## src/rtl/pipeline_hazard_sequencer.sv

```systemverilog
// Pipeline hazard sequencer for the 5-stage RISC-V core.
// It drives the per-stage enables and flushes for these cases: load-use
// stalls, taken branches and jumps, data-memory wait states, and the halt
// drain. It also keeps a saturating count of the cycles in which the PC was
// held.
//
// state   | meaning
// --------+---------------------------------------------------------------
// RUN     | normal issue; resolves halt, branch and load-use hazards
// MEMWAIT | data memory busy; whole pipeline frozen, timeout counting
// DRAIN   | halt left EX; fetch stopped, MEM/WB retire the older ops
// HALTED  | core stopped; sticky until reset

module pipeline_hazard_sequencer #(
    parameter int DRAIN_CYCLES = 2,
    parameter int MEM_TIMEOUT  = 64,
    parameter int CNT_W        = 16
) (
    input  logic             clk,
    input  logic             reset,
    input  logic [4:0]       if_id_rs1,
    input  logic [4:0]       if_id_rs2,
    input  logic [4:0]       id_ex_rd,
    input  logic             id_ex_mem_read,
    input  logic             ex_branch_taken,
    input  logic             ex_halt,
    input  logic             mem_busy,
    output logic             pc_en,
    output logic             if_id_en,
    output logic             if_id_flush,
    output logic             id_ex_flush,
    output logic             pipe_en,
    output logic             halted,
    output logic             mem_error,
    output logic [CNT_W-1:0] stall_cycles
);

    localparam int BUSY_W  = $clog2(MEM_TIMEOUT + 1);
    localparam int DRAIN_W = (DRAIN_CYCLES > 1) ? $clog2(DRAIN_CYCLES + 1) : 1;

    localparam logic [BUSY_W-1:0]  BUSY_LIMIT = BUSY_W'(MEM_TIMEOUT);
    localparam logic [DRAIN_W-1:0] DRAIN_INIT =
        (DRAIN_CYCLES > 1) ? DRAIN_W'(DRAIN_CYCLES - 1) : '0;

    typedef enum logic [1:0] {
        S_RUN     = 2'd0,
        S_MEMWAIT = 2'd1,
        S_DRAIN   = 2'd2,
        S_HALTED  = 2'd3
    } state_t;

    state_t             state, state_nxt;
    logic [BUSY_W-1:0]  busy_cnt, busy_nxt, busy_inc;
    logic [DRAIN_W-1:0] drain_cnt, drain_nxt;
    logic               err_set;
    logic               load_use;

    assign load_use = id_ex_mem_read && (id_ex_rd != 5'd0) &&
                      ((id_ex_rd == if_id_rs1) || (id_ex_rd == if_id_rs2));

    // busy_cnt is zero whenever the pipeline is not frozen, so a single
    // increment path also covers the first busy cycle out of RUN.
    assign busy_inc = busy_cnt + BUSY_W'(1);

    assign halted = (state == S_HALTED);

    // State register, wait/drain counters and sticky memory error
    always_ff @(posedge clk or posedge reset) begin
        if (reset) begin
            state     <= S_RUN;
            busy_cnt  <= '0;
            drain_cnt <= '0;
            mem_error <= 1'b0;
        end else begin
            state     <= state_nxt;
            busy_cnt  <= busy_nxt;
            drain_cnt <= drain_nxt;
            if (err_set) begin
                mem_error <= 1'b1;
            end
        end
    end

    // Next-state and stage-control decode, mem_busy > halt > branch > load-use
    always_comb begin
        pc_en       = 1'b0;
        if_id_en    = 1'b0;
        if_id_flush = 1'b0;
        id_ex_flush = 1'b0;
        pipe_en     = 1'b0;
        state_nxt   = state;
        busy_nxt    = busy_cnt;
        drain_nxt   = drain_cnt;
        err_set     = 1'b0;

        case (state)
            S_RUN, S_MEMWAIT: begin
                if (mem_busy) begin
                    busy_nxt = busy_inc;
                    if (busy_inc >= BUSY_LIMIT) begin
                        state_nxt = S_HALTED;
                        err_set   = 1'b1;
                    end else begin
                        state_nxt = S_MEMWAIT;
                    end
                end else begin
                    busy_nxt  = '0;
                    state_nxt = S_RUN;
                    if (ex_halt) begin
                        if_id_flush = 1'b1;
                        id_ex_flush = 1'b1;
                        pipe_en     = 1'b1;
                        drain_nxt   = DRAIN_INIT;
                        state_nxt   = S_DRAIN;
                    end else if (ex_branch_taken) begin
                        pc_en       = 1'b1;
                        if_id_flush = 1'b1;
                        id_ex_flush = 1'b1;
                        pipe_en     = 1'b1;
                    end else if (load_use) begin
                        id_ex_flush = 1'b1;
                        pipe_en     = 1'b1;
                    end else begin
                        pc_en    = 1'b1;
                        if_id_en = 1'b1;
                        pipe_en  = 1'b1;
                    end
                end
            end
            S_DRAIN: begin
                id_ex_flush = 1'b1;
                if (mem_busy) begin
                    busy_nxt = busy_inc;
                    if (busy_inc >= BUSY_LIMIT) begin
                        state_nxt = S_HALTED;
                        err_set   = 1'b1;
                    end
                end else begin
                    busy_nxt = '0;
                    pipe_en  = 1'b1;
                    // The halt cycle in RUN counts as the first drain cycle.
                    // drain_cnt therefore reaches zero on this edge, and the
                    // core halts right after it.
                    if (drain_cnt <= DRAIN_W'(1)) begin
                        drain_nxt = '0;
                        state_nxt = S_HALTED;
                    end else begin
                        drain_nxt = drain_cnt - DRAIN_W'(1);
                    end
                end
            end
            S_HALTED: begin
                state_nxt = S_HALTED;
            end
            default: begin
                state_nxt = S_RUN;
            end
        endcase

        // While reset is held, freeze every stage and keep the flushes asserted
        if (reset) begin
            pc_en       = 1'b0;
            if_id_en    = 1'b0;
            pipe_en     = 1'b0;
            if_id_flush = 1'b1;
            id_ex_flush = 1'b1;
        end
    end

    // Saturating count of the cycles in which the PC was held
    always_ff @(posedge clk or posedge reset) begin
        if (reset) begin
            stall_cycles <= '0;
        end else if (!pc_en && (state != S_HALTED) && (stall_cycles != '1)) begin
            stall_cycles <= stall_cycles + CNT_W'(1);
        end
    end

endmodule
```

## config.mk

```make
export PLATFORM = sky130hd
export DESIGN_NAME = pipeline_hazard_sequencer
export DESIGN_NICKNAME = d
export VERILOG_FILES = /design/src/rtl/pipeline_hazard_sequencer.sv
export SDC_FILE = /design/constraint.sdc
export NUM_CORES = 1
export LEC_CHECK = 0
export ABC_AREA = 1
export CAP_MARGIN = 10
export CELL_PAD_IN_SITES_DETAIL_PLACEMENT = 1
export CELL_PAD_IN_SITES_GLOBAL_PLACEMENT = 1
export CORE_UTILIZATION = 35
export CTS_CLUSTER_DIAMETER = 100
export DETAILED_ROUTE_END_ITERATION = 8
export HOLD_SLACK_MARGIN = 0.05
export PLACE_DENSITY = 0.81
export SLEW_MARGIN = 10
export SYNTH_ARGS = -nofsm -noshare
export SYNTH_HDL_FRONTEND = slang
export SYNTH_SLANG_ARGS = --single-unit
```

## constraint.sdc

```tcl
create_clock -name clk -period 2.6 [get_ports clk]
set_input_delay 0.39 -clock clk [delete_from_list [all_inputs] [get_ports clk]]
set_output_delay 0.39 -clock clk [all_outputs]
set_load 0.02 [all_outputs]
```

== Word level (Yosys, flattened, before mapping) ==
Cells that the tools add are included.
Storage, ports and cells
  register bits: 28
  bits in latches: 0
  memory bits (writable): 0
  bits in read-only memories: 0
  bits of input ports: 21
  output and inout bits: 23
  word-level logic and storage cells: 76
  memories: 0
Operators by class
  add/subtract/negate cells: 3
  multiply operators: 0
  divide/modulo/power cells: 0
  $lt $le $gt $ge: 2
  eq/ne operators: 12
  shift operators: 0
  mux-type cells: 41
  bitwise operators: 0
  reduce and logical (&&, ||, !) cells: 13
Operators with widths (number)
  1-bit two-way mux: 27
  2-bit two-way mux: 10
  16-bit by 1-bit adder with 16-bit output (second input constant): 1
  16-bit != test (second input constant): 1
  5-bit equality test: 2
  2-bit != test (second input constant): 4
  7-bit by 1-bit adder with 7-bit output (second input constant): 1
  7-bit >= comparator (second input constant): 1
  7-bit two-way mux: 1
  3-bit != test (second input constant): 2
  2-bit case mux with 3 select lines: 1
  5-bit nonzero test: 1
  2-bit equality test (second input constant): 2
  1-bit logical AND: 4
  2-bit case mux with 2 select lines: 1
  4-bit AND reduction: 1
  3-bit OR reduction: 1
  2-bit by 1-bit equality test with 1-bit output (second input constant): 1
  2-bit by 1-bit <= comparator with 1-bit output (second input constant): 1
  2-bit zero test: 1
  1-bit case mux with 2 select lines: 1
  2-bit AND reduction: 1
  2-bit nonzero test: 1
  2-bit OR reduction: 1
  other kinds (3): 3

== Logic depth before layout (Yosys ltp) ==
Gate-level depths: netlist of run 1.
  depth after elaboration: 12
  depth in mapped cells: 12

== Worst setup path after synthesis of run 1 ==
No wires, ideal clock.
  path type: input to output
  start: input port reset
  end: output port pc_en
  data arrival time: 1.766 ns
  data required time: 2.210 ns
  slack: 0.444 ns
  stages on the path: 6
  cell sequence: inv_1 -> nand2_1 -> nor2_1 -> nand2_2 -> buf_4 -> inv_1
Between the ends
  cells in the longest elaborated chain, start to end: 1
Ends and longest elaborated chain
  start, declared: line 20  | input logic reset,
  1-bit two-way mux: line 161  | if (reset) begin
  end, declared: line 28  | output logic pc_en,
Every way passes these cells.

== Final worst setup path of run 1 ==
  start: input port id_ex_rd[4]
  end: output port id_ex_flush
Between the ends
  cells in the longest elaborated chain, start to end: 9
  elaborated cells between the ends (all ways): 12
Ends and longest elaborated chain
  start, declared: line 23  | input logic [4:0] id_ex_rd,
  5-bit equality test / 5-bit nonzero test (equally long branches): line 59, 58
  1-bit logical OR / 1-bit logical AND (equally long branches): line 59, 58
  1-bit logical AND (*): line 58  | assign load_use = id_ex_mem_read && (id_ex_rd != 5'd0) &&
  1-bit two-way mux (*): line 120  | end else if (load_use) begin
  1-bit two-way mux (*): line 115  | end else if (ex_branch_taken) begin
  1-bit two-way mux (*): line 109  | if (ex_halt) begin
  1-bit two-way mux (*): line 98  | if (mem_busy) begin
  1-bit case mux with 2 select lines (*): line 96  | case (state)
  1-bit two-way mux (*): line 161
  end, declared: line 31  | output logic id_ex_flush,
Every way passes the cells marked *; elsewhere a longest branch is shown, timed or not.

==> run metrics, run 1 <==
status finished, final reports clean; Critical-path top delay cell clkdlybuf4s50_1; gr usage total 0.193; number of port buffers 43; vias in the first global route 1876; Antenna diodes 0; Slowest Stage Delay on Critical Path between 0.5 and 0.6 ns; WP data required 2.21 ns; Nets 329; Final Hold Fails 0; Sw Ratio 0.293; synth warn 0; skew final about 0.0023 ns; Post-DRT Antenna Nets 0; Slew HR 0.743; Slew Viols, Final 0; layout cell share with drive strength beyond 1 0.0557; Reg2Reg Depth 9; CP Class in2out; Skew-Pair Late Insertion Delay 0.28 ns; die width 73.5 um; initial DRC count 37; clock buffer depth 2; setup repair after global routing missed its margin no; worst slew pin tran 0.385 ns; final wirelength 4.68 mm; most used cell, CP nand2_1; Final Cycle Share 0.916; area of the mapped netlist 1790 um2; LEAKAGE 1.24 nW; Core Area between 4000 and 5000 um2; CTS H-Tree Depth 1; Non-Filler Instances about 370; Hold WC Path Type reg2reg; P&R area growth vs syn 33.4%; number of detailed-route iterations in the first pass 4; Via density 4.72; post-layout min period 2.38 ns; Worst Path Buf+Inv 3; register area share after synthesis 0.392; final instance area 2390 um2; PwrDens 489 nW/um2; Hold Crit Endpoint mem_error; leading area contributor after synthesis dfrtp_1; placed instance area between 2000 and 2500 um2; Rows 25; HPWL Detailed 3.70 mm; Die H around 74 um; Critical Path Fanout Max 4; root buffer cell clkbuf_8; initial antenna violation count 0; final core occ 0.495; hold path cells 2; crit end category output port; Worst Hold Launch mem_error; DRC 0; clock share of power 0.301; sequential share of power 0.473; Netlist cell types 25; worst path cell trace clkdlybuf4s50_1, inv_1, nand2_1, nand2_1, nor2_1, nand3_1, nand2_1, nand2_1, nand2_1, nand2_1, nand3_1, dlygate4sd2_1; setup slack, reg-to-reg 0.76 ns; die area 5400 um2; Cells after Synth around 260; setup violators final 0; max cap viols 0; global-route wire length before repair 8.16 mm; reg-to-reg startpoint stall_cycles[0]; Synthesized Nets 280; Final Power 1.17 mW; Critical Path Stages 12; fmax 420 MHz; Worst-path clk slew about 0.10 ns; synthesized area per cell around 7.0 um2; leading post-synthesis cells by cell area dfrtp_1 39%, nand2_1 19%, nand3_1 7.6%; total negative setup slack 0 ns; starting density of the core 0.371; Post-CTS Setup Inserts 0; post-route setup slack 0.218 ns; largest net degree at the start of global routing 29; Num CTS Buffers 3; grt ovf 0; hold slack final 0.480 ns; GPL Wtd Cong 0.736; I/O pin total 44; Worst setup SP type input pin; CTS tree built; worst flop-to-flop path endpoint stall_cycles[10]; FILL cells between 600 and 700; worst slack, placed -0.0809 ns; share of Yosys cell area claimed by the top area cell type 0.392; Crit path max-delay family buffers and inverters; cell internal pwr 825 uW; via count 1754; Gate power share 0.226; commonest non-fill, non-tap cells in the layout 88 x nand2_1, 40 x clkdlybuf4s50_1, 34 x inv_1, 28 x dfrtp_1, 27 x nand3_1; placed instance count ~370; register bit total from synthesis 28; peak supply drop 0.000350 V; endpoint arrival time on the critical path 1.99 ns; NetSw 342 uW; post-DR wirelength/cell 12.6 um; most common cell after layout, fill and taps aside nand2_1; clock sink total 28
==> synth_stat cells <==
library cell  number
clkinv_2           1
nand3b_1           1
nand2_1           89
o21ai_0            6
buf_6              1
buf_2              2
xnor2_1            8
nand4_1            4
nand3_1           27
nor2_1            26
nand2_4            1
buf_4              1
o21bai_1           1
nor3_1             2
inv_1             34
ha_1               2
inv_2              1
dfrtp_1           28
xor2_1             9
nand2_2            1
o31ai_1            1
a21oi_1            8
a31oi_4            1
nor2_2             1
nand3_2            1
==> kinds of logic (layout without fill, tap and decap cells) <==
family                     after synthesis  in the layout  synth area share
xor gates and xnor gates                17             17            0.0832
and+or+nand+nor                        153            153             0.359
AOI/OAI and AO/OA                       17             17            0.0594
adders and majority gates                2              2            0.0140
DFF                                     28             28             0.392
buffers and inverters                   40             88            0.0923
==> repair_timing <==
action,4_1_cts,5_1_grt
endpoints found under the setup margin,2,2
hold buffers,0,0
gates resized for setup,2,2
hold endpoints to repair,0,0
==> worst max-delay path by stage <==
stage / start / to / slack, ns
2_1_floorplan: reset / pc_en / 0.44
3_3_place_gp: id_ex_rd[0] / id_ex_flush / -0.005
3_5_place_dp: id_ex_rd[4] / id_ex_flush / -0.08
4_1_cts: id_ex_rd[4] / if_id_en / 0.06
5_1_grt: state[1] / pipe_en / 0.06
6_report: id_ex_rd[4] / id_ex_flush / 0.22
==> area by class of cell <==
cell class                      instances  area (um2)  share of cell area
Tap cell                               67        83.8              0.0351
Sequential cell                        28         701               0.294
Multi-Input combinational cell        189         926               0.388
Clock inverter                          1        30.0              0.0126
Inverter                               36         136              0.0572
Clock buffer                            3        41.3              0.0173
Timing Repair Buffer                   48         468               0.196
==> metal layers <==
metal | vias to the layer above | part of all wire | track usage
li1 | 893 | - | -
met1 | 832 | 0.45 | 0.234
met2 | 25 | 0.52 | 0.362
met3 | 4 | 0.026 | 0.0302
met4 | 0 | 0.0058 | 0.0299
met5 | - | 0 | 0
==> flip-flops by register name, indices dropped and copies added (netlist names) <==
signal / count
stall_cycles: 16
busy_cnt: 7
drain_cnt: 2
state: 2
mem_error: 1
==> worst reg2reg max path, stage by stage (launching register included) <==
cell and delay, ns:
dfrtp_1 0.44, ha_1 0.25, nand2_1 0.09, nor2_2 0.07
nand3_2 0.11, clkinv_2 0.08, a31oi_4 0.33, nand2_4 0.20
nand2_1 0.12, nand2_1 0.06
==> power groups by stage <==
stage	Clock, mW	Sequential, mW	Combinational (mW)
after floorplan	0	0.576	0.123
after global placement	0	0.559	0.257
after detailed placement	0	0.560	0.270
after CTS	0.360	0.554	0.270
after global routing	0.375	0.563	0.298
final	0.351	0.553	0.264
Note: power is estimated with default switching activity, not from simulation.
==> inputs of run 2 (changes only) <==
--- a/config.mk
+++ b/config.mk
@@ -9,6 +9,7 @@
 export CAP_MARGIN = 10
 export CELL_PAD_IN_SITES_DETAIL_PLACEMENT = 1
 export CELL_PAD_IN_SITES_GLOBAL_PLACEMENT = 1
+export CORE_ASPECT_RATIO = 1.5
 export CORE_UTILIZATION = 35
 export CTS_CLUSTER_DIAMETER = 100
 export DETAILED_ROUTE_END_ITERATION = 8
==> run 2 against run 1 <==
Count of clock-buffer cells in the layout did not move. Maximum frequency rose by 0.27%. Worst setup slack improved by 0.0063 ns. Wire length rose by 6.3%. Highest routed layer unchanged. Hold slack got worse by 0.034 ns. Clock power fell by 2%. Largest cell class unchanged. Non-clock buffer count rose by 5. Critical endpoint is now pipe_en. Sequential power barely moved. Clock skew rose by 0.0050 ns. Register-to-register slack got worse by 0.02 ns. Largest power group unchanged.
==> run metrics, run 2 (synthesis gave the netlist of run 1 again) <==
Num CTS Buffers 3 (unchanged); Final Hold Fails 0 (unchanged); GPL Wtd Cong 0.811 (+10%); Slew HR 0.749 (+0.00577); Die H 89.6 um (+22%); Nets 334 (+1.5%); post-DR wirelength/cell 13.2 um (+5.2%); Largest register FFs 16 (unchanged); largest net degree at the start of global routing 20 (-31%); Slew Viols, Final 0 (unchanged); HPWL Detailed 3.91 mm (+5.6%); Reg2Reg Depth 9 (unchanged); I/O pin total 44 (unchanged); worst slew pin tran 0.376 ns (-0.00865 ns); clock buffer depth 2 (unchanged); crit end category output port; CP Class in2out; Hold WC Path Type in2async; GR peak layer met2; via count 1822 (+3.9%); clock sink total 28 (unchanged); initial antenna violation count 0 (unchanged); CTS H-Tree Depth 1 (unchanged); Via density 4.85 (+2.8%); commonest non-fill, non-tap cells in the layout 88 x nand2_1, 40 x clkdlybuf4s50_1, 34 x inv_1, 28 x dfrtp_1, 27 x nand3_1; skew final 0.00734 ns (+0.00499 ns); layout cell share with drive strength beyond 1 0.0710 (+0.0152); M2 GR Usage 0.403 (+0.0407); gr usage total 0.205 (+0.0121); setup repair after global routing missed its margin no; met1 usage 0.222 (-0.0114); Post-CTS Resized 1 (-1); P&R area growth vs syn 35.6%; Worst-path clk slew 0.10 ns (about the same); WP data required 2.21 ns (about the same); Final Cycle Share 0.914 (-0.00243); setup violators final 0 (unchanged); Post-DRT Antenna Nets 0 (unchanged); placed instance count 372 (+1.1%); PwrDens 480 nW/um2 (-1.8%); status finished, final reports clean; peak supply drop 0.000237 V (-32%); Non-Filler Instances 376 (+1.1%); die width 60.4 um (-18%); Antenna diodes 0 (unchanged); Largest Register stall_cycles; number of port buffers 43 (unchanged); Rows 31 (+24%); die area 5410 um2 (+0.11%); post-route setup slack 0.224 ns (+0.00631 ns); Critical Path Fanout Max 5 (+1); post-layout min period 2.38 ns (-0.00631 ns); Final Power 1.17 mW (-0.20%); Core Area 4890 um2 (+1.5%); biggest regs stall_cycles: 16 flops, busy_cnt: 7 flops; final instance area 2430 um2 (+1.7%); grt ovf 0 (unchanged); Post-CTS Setup Inserts 0 (unchanged); placed instance area 2350 um2 (+1.6%); max cap viols 0 (unchanged); global-route wire length before repair 8.42 mm (+3.1%); fmax 421 MHz (+0.27%); starting density of the core 0.366 (-0.00533); final core occ 0.496 (+0.00109); final wirelength 4.97 mm (+6.3%); Worst setup SP type input pin; Skew-Pair Late Insertion Delay 0.27 ns (about the same); total negative setup slack 0 ns (unchanged); LEAKAGE 1.28 nW (+3.1%); hold buffer count at CTS 0 (unchanged); global-route met3 utilization 0.0174 (-0.0128); most common cell after layout, fill and taps aside nand2_1; vias in the first global route 1899 (+1.2%); number of detailed-route iterations in the first pass 2 (-2); endpoint arrival time on the critical path 1.99 ns (about the same); DRC 0 (unchanged); CTS tree built; hold slack final 0.447 ns (-0.0337 ns); root buffer cell clkbuf_8; worst slack, placed -0.0353 ns (+0.0457 ns); initial DRC count 30 (-19%)
==> run 2: path summary, 6_finish.rpt <==
check | start | endpoint | slack (ns)
max in group asynchronous | reset | stall_cycles[5] | 1.65
worst min-delay path | reset | state[0] | 0.45
worst max-delay path | mem_busy | pipe_en | 0.22
worst min register to register | mem_error | mem_error | 0.47
worst max register to register | stall_cycles[0] | stall_cycles[5] | 0.74
min in group clk | mem_error | mem_error | 0.47
==> run 2: per-layer routing <==
layer	part of all wire	vias up
li1	-	898
met1	0.41	886
met2	0.55	32
met3	0.030	6
met4	0.015	0
met5	0	-
==> run 2: worst max-delay path: stages <==
cell and delay [ns]:
clkdlybuf4s50_1 0.48, buf_4 0.19, nor2_1 0.15, inv_1 0.08, nor2_1 0.08, clkdlybuf4s50_1 0.60
==> run 2: area by class of cell <==
cell class,count,area [um2]
Clock buffer,3,41.3
Clock inverter,1,30.0
Fill cell,647,2460
Inverter,36,136
Multi-Input combinational cell,189,926
Sequential cell,28,701
Tap cell,66,82.6
Timing Repair Buffer,53,509
==> run 2: power by group <==
part | internal [mW] | leakage (nW) | switching [mW]
Combinational | 0.131 | 0.881 | 0.139
Sequential | 0.492 | 0.365 | 0.0598
Clock | 0.206 | 0.0357 | 0.138
